<file path="src/rtl/inst_ram_loader.sv">
// inst_ram_loader
// Writable 32 x 32 instruction memory for the single-cycle MIPS datapath.
// A program arrives as a valid/ready stream of instruction words and is
// written from word 0 upward. Any words the program does not reach are
// zero-filled so they read as nop. The CPU is held while the memory is
// being cleared or loaded. Fetch reads are combinational: inst = mem[pc].
//
// Ports
//   clk        : single clock, rising edge
//   rst_n      : asynchronous active-low reset
//   load_start : one-cycle request to begin a load (honoured only in IDLE)
//   ld_data    : instruction word of the current beat
//   ld_valid   : ld_data / ld_last are valid
//   ld_last    : marks the final word of the program
//   ld_ready   : loader accepts a word this cycle (LOAD state only)
//   pc         : fetch word address
//   inst       : fetched instruction, forced to nop while cpu_hold is high
//   cpu_hold   : CPU must not advance pc or commit state
//   load_done  : one-cycle pulse when a load has finished and memory is valid
//   load_count : words accepted in the current or last load (0..DEPTH)
//   err_trunc  : sticky, DEPTH words were accepted without ld_last
module inst_ram_loader #(
  parameter int DEPTH  = 32,
  parameter int ADDR_W = 5,
  parameter int DATA_W = 32
) (
  input  logic              clk,
  input  logic              rst_n,
  input  logic              load_start,
  input  logic [DATA_W-1:0] ld_data,
  input  logic              ld_valid,
  input  logic              ld_last,
  output logic              ld_ready,
  input  logic [ADDR_W-1:0] pc,
  output logic [DATA_W-1:0] inst,
  output logic              cpu_hold,
  output logic              load_done,
  output logic [ADDR_W:0]   load_count,
  output logic              err_trunc
);

  typedef enum logic [1:0] {
    FILL = 2'd0,
    IDLE = 2'd1,
    LOAD = 2'd2
  } state_t;

  localparam logic [ADDR_W-1:0] LAST_ADDR = ADDR_W'(DEPTH - 1);

  state_t            state;
  state_t            state_d;
  logic [ADDR_W-1:0] wr_ptr;
  logic [ADDR_W-1:0] wr_ptr_d;
  logic              loading;
  logic              loading_d;
  logic [ADDR_W:0]   count_d;
  logic              err_d;
  logic              done_d;
  logic              we;
  logic [DATA_W-1:0] wdata;
  logic              beat;
  logic              at_end;

  logic [DATA_W-1:0] mem [DEPTH];

  // Handshake outputs come straight from the state register, so there is
  // no combinational path from ld_valid to ld_ready.
  assign ld_ready = (state == LOAD);
  assign cpu_hold = (state != IDLE);
  assign beat     = ld_valid & ld_ready;
  assign at_end   = (wr_ptr == LAST_ADDR);

  always_comb begin
    state_d   = state;
    wr_ptr_d  = wr_ptr;
    loading_d = loading;
    count_d   = load_count;
    err_d     = err_trunc;
    done_d    = 1'b0;
    we        = 1'b0;
    wdata     = '0;
    case (state)
      FILL: begin
        we       = 1'b1;
        wr_ptr_d = wr_ptr + 1'b1;
        if (at_end) begin
          state_d   = IDLE;
          wr_ptr_d  = '0;
          // Only a fill that finishes a load reports completion; the
          // power-on / post-reset clear does not.
          done_d    = loading;
          loading_d = 1'b0;
        end
      end
      IDLE: begin
        if (load_start) begin
          state_d   = LOAD;
          wr_ptr_d  = '0;
          count_d   = '0;
          err_d     = 1'b0;
          loading_d = 1'b1;
        end
      end
      LOAD: begin
        if (beat) begin
          we       = 1'b1;
          wdata    = ld_data;
          wr_ptr_d = wr_ptr + 1'b1;
          count_d  = load_count + 1'b1;
          if (at_end) begin
            // Memory is full: nothing left to fill, finish directly.
            state_d   = IDLE;
            wr_ptr_d  = '0;
            done_d    = 1'b1;
            loading_d = 1'b0;
            err_d     = err_trunc | ~ld_last;
          end else if (ld_last) begin
            state_d = FILL;
          end
        end
      end
      default: state_d = FILL;
    endcase
  end

  always_ff @(posedge clk or negedge rst_n) begin
    if (!rst_n) begin
      state <= FILL;
    end else begin
      state <= state_d;
    end
  end

  always_ff @(posedge clk or negedge rst_n) begin
    if (!rst_n) begin
      wr_ptr     <= '0;
      loading    <= 1'b0;
      load_count <= '0;
      err_trunc  <= 1'b0;
      load_done  <= 1'b0;
    end else begin
      wr_ptr     <= wr_ptr_d;
      loading    <= loading_d;
      load_count <= count_d;
      err_trunc  <= err_d;
      load_done  <= done_d;
    end
  end

  // RAM contents carry no reset; the FILL state clears them.
  always_ff @(posedge clk) begin
    if (we) begin
      mem[wr_ptr] <= wdata;
    end
  end

  assign inst = cpu_hold ? '0 : mem[pc];

endmodule

</file>
<file path="config.mk">
export PLATFORM = sky130hd
export DESIGN_NAME = inst_ram_loader
export DESIGN_NICKNAME = d
export VERILOG_FILES = /design/src/rtl/inst_ram_loader.sv
export SDC_FILE = /design/constraint.sdc
export NUM_CORES = 1
export LEC_CHECK = 0
export BUFFER_PORTS_ARGS = -buffer_cell sky130_fd_sc_hd__buf_2
export CAP_MARGIN = 15
export CORE_MARGIN = 5
export CORE_UTILIZATION = 56
export DETAILED_ROUTE_END_ITERATION = 8
export GPL_TIMING_DRIVEN = 1
export HOLD_SLACK_MARGIN = 0.06
export PLACE_DENSITY_LB_ADDON = 0.3
export SKIP_CTS_REPAIR_TIMING = 1
export SLEW_MARGIN = 20
export SYNTH_ARGS = -nofsm -noshare
export SYNTH_HDL_FRONTEND = slang
export SYNTH_SLANG_ARGS = --single-unit
</file>
<file path="constraint.sdc">
create_clock -name clk -period 2.88 [get_ports clk]
set_input_delay 0.144 -clock clk [delete_from_list [all_inputs] [get_ports clk]]
set_output_delay 0.144 -clock clk [all_outputs]
set_load 0.1 [all_outputs]
</file>
==> flow_metrics.py <==
metrics = {
    "placement": {
        "io_buffers": 83,
        "pre_cts_ws_ps": 377.3,
        "place_congestion": 0.8013,
        "dp_hpwl_microns": 56910,
    },
    "yosys": {
        "ys_seq_area_share_pct": 77.27,
        "yosysTopAreaCell": "edfxtp_1",
        "synth_edf_count": 1024,
        "avgSynthCellArea_sq_um": 22.16,
        "syn_nets": 1868,
        "synth_flop_cell": "edfxtp_1",
        "synth-seq-cells": 1040,
        "syn_inst": 1819,
        "ys_async_sr_fraction_pct": 1.538,
        "synth_area_leaders": "edfxtp_1 (76%), mux4_2 (12%), mux2i_1 (3.2%), dfrtp_1 (0.99%), a221o_1 (0.79%)",
        "synth_top_area_share_pct": 76.28,
        "synth_area_sq_um": 40310,
        "ys_warn_count": 0,
        "ys_types": 44,
    },
    "global_routing": {
        "gr-max-usage-layer": "met2",
        "met3_usage_pct": 5.184,
        "grt_max_degree": 49,
        "grt-ovfl-total": 0,
        "grt_use_met2_pct": 41.39,
        "antenna_found_initial": 2,
        "grt_pass1_vias": 20640,
        "grt_usage_pct": 25.51,
        "use_met1_pct": 35.70,
        "grt_pass1_wl_microns": 143700,
    },
    "routing": {
        "drtPass1Iterations": 5,
        "wl_per_cell_microns": 32.07,
        "drcViolationCount": 0,
        "ant_nets": 0,
        "wirelength_microns": 98880,
        "drt_iter0_drc": 2435,
        "vias_per_cell": 6.553,
        "via_count": 20200,
    },
    "power_and_ir_drop": {
        "p_total_mw": 38.29,
        "power_density_nw_per_um2": 812.2,
        "peakVddDrop_uv": 656.0,
        "p_leak_nw": 15.71,
    },
    "clocking": {
        "clkTransAtPathRegs_ps": 60,
        "ctsHtreeMaxLevel": 3,
        "numCtsBuffers": 99,
        "clockBufferDepth": 3,
        "cts_tree": "done",
        "insertion_delay_ps": 660,
        "root_buffer": "clkbuf_16",
        "clock-sinks": 1040,
    },
    "flow_run": {
        "cap_violations": 0,
    },
    "sta": {
        "fin_ws_ps": 53.79,
        "fin_crit_sh_pct": 98.13,
        "tightest_slew_ps": 1248,
        "period_minus_slack_ps": 2826,
        "max_slew_margin_pct": 16.60,
        "finClkSkew_ps": 23.65,
        "hold_viol": 0,
        "fmaxAchievable_ghz": 0.3538,
        "setup_viol": 0,
        "finalMaxSlewViolations": 0,
    },
    "final_layout": {
        "drive_gt1_share_pct": 31.83,
        "syn2layout_area_growth_pct": 16.94,
        "layout.nets": 2097,
        "regArea_sq_um": 31150,
        "fill_cells": 4388,
        "multi_input_area_sq_um": 9014,
        "fin_util_pct": 65.95,
        "antennaDiodeCount": 0,
    },
    "hold_path": {
        "hold_start": "ld_data[15]",
        "hold_class": "input pin to register",
    },
    "floorplanning": {
        "die_h_microns": 278.3,
        "die-area_sq_um": 77450,
        "std_cell_rows": 98,
        "io-pin-count": 84,
        "die_w_microns": 278.3,
        "initial_core_util_pct": 56.39,
        "fp.coreArea_sq_um": 71490,
    },
    "worst_setup_path": {
        "endpoint_kind": "output port",
        "critPathLaunch": "state[1]",
        "arrival_ps": 2680,
        "required_ps": 2740,
        "rr_startpoint": "state[1]",
        "reg2reg_slack_ps": 380,
        "cp-start-kind": "register",
        "crit_type": "register to output port",
        "crit_fanout": 18,
    },
    "run_status": {
        "outcome": "completed",
    },
}
==> layout by cell type, fill, tap and decap left out, types with 10 or more instances in the layout <==
cell type  Yosys  layout
a221o_1       32      32
a221oi_1      23      23
a22oi_1       32      32
a31oi_2        0      20
a31oi_4        0      12
and2_1        35      35
buf_12         2      57
buf_2         23      48
buf_4         22     119
bufinv_16      0      15
clkbuf_16      0     101
clkinv_1       1      18
clkinv_2       0      27
dfrtp_1       16      15
edfxtp_1    1024    1024
mux2i_1      128     128
mux4_1        10      10
mux4_2       214     214
nand2_1       28      28
nor2_1        45      11
nor2_4         0      34
o21ai_0       17      17
o21ai_1       11      11
==> cell usage after synthesis, drive strengths merged (2+ instances only) <==
| cell type | count |
|---|---|
| or3 | 2 |
| inv | 5 |
| nor2b | 5 |
| edfxtp | 1024 |
| and2 | 35 |
| a21o | 2 |
| buf | 68 |
| mux2 | 2 |
| nand3b | 3 |
| nand2 | 28 |
| a22oi | 32 |
| nand4 | 2 |
| a21oi | 3 |
| dfrtp | 16 |
| nand3 | 2 |
| and3 | 3 |
| or3b | 2 |
| a221o | 32 |
| o2111ai | 9 |
| a221oi | 23 |
| mux4 | 224 |
| o21ai | 28 |
| mux2i | 128 |
| a31oi | 33 |
| xor2 | 4 |
| nor2 | 45 |
| nand2b | 3 |
| ha | 7 |
| clkbuf | 38 |
| o22ai | 4 |
==> metal layers <==
layer  part of all wire [%]  vias up
met5                  0.013        -
met4                    3.3        2
met3                     10      180
met1                     37    10620
li1                       -     8180
met2                     50     1223
==> power breakdown <==
group	total, mW	internal [mW]	switching (mW)
sequential	19.1	18.7	0.474
clock	13.4	7.79	5.58
combinational	5.78	1.75	4.03
total	38.3	28.2	10.1
==> flip-flops by register name, summed over array words and instances (netlist names) <==
| register | cells |
|---|---|
| err_trunc | 1 |
| load_count | 6 |
| load_done | 1 |
| loading | 1 |
| mem | 1024 |
| state | 2 |
| wr_ptr | 5 |
==> logic make-up after synthesis <==
family	after synthesis	synth area share [%]
xor gates and xnor gates	4	0.08690
AOI/OAI and AO/OA	168	3.122
adders and majority gates	7	0.2173
DFF	1040	77.27
and+or+nand+nor	134	1.657
muxes	354	15.84
buffers and inverters	112	1.800
==> through the flow <==
stage               setup TNS, ps  instance area, sq um  hold slack, ps  std cells
floorplan                  -129.7                 40580          -151.6       1819
global placement                0                 43640           66.27       2890
detailed placement              0                 43640           72.93       2890
CTS                         -1698                 47020          -617.5       3076
global route               -20.38                 47140           67.93       3083
finish                          0                 47140           65.25       3083
==> worst paths after layout <==
| path | cells past startpoint | end |
|---|---|---|
| hold reg to reg | 1 | loading |
| setup / recovery | 7 | inst[13] |
| hold / removal | 2 | mem[28][15] |
| setup reg to reg | 5 | mem[26][7] |
| min in group asynchronous | 3 | load_count[5] |
| max in group asynchronous | 3 | state[1] |
==> final cells by class <==
| type | count | share of cell area [%] |
|---|---|---|
| inverter | 6 | 0.05308 |
| multi-input combinational | 667 | 19.12 |
| timing repair buffer | 234 | 5.072 |
| tap | 950 | 2.521 |
| clock buffer | 110 | 5.433 |
| sequential | 1040 | 66.08 |
| clock inverter | 76 | 1.720 |
==> critical path: stages, from the launching register on <==
cell and delay (ps):
dfrtp_2 440, and2b_2 250, clkinv_1 70, buf_6 180, buf_8 190, a221o_1 410, a31oi_4 250, buf_12 210
Note: power is estimated with default switching activity, not from simulation.
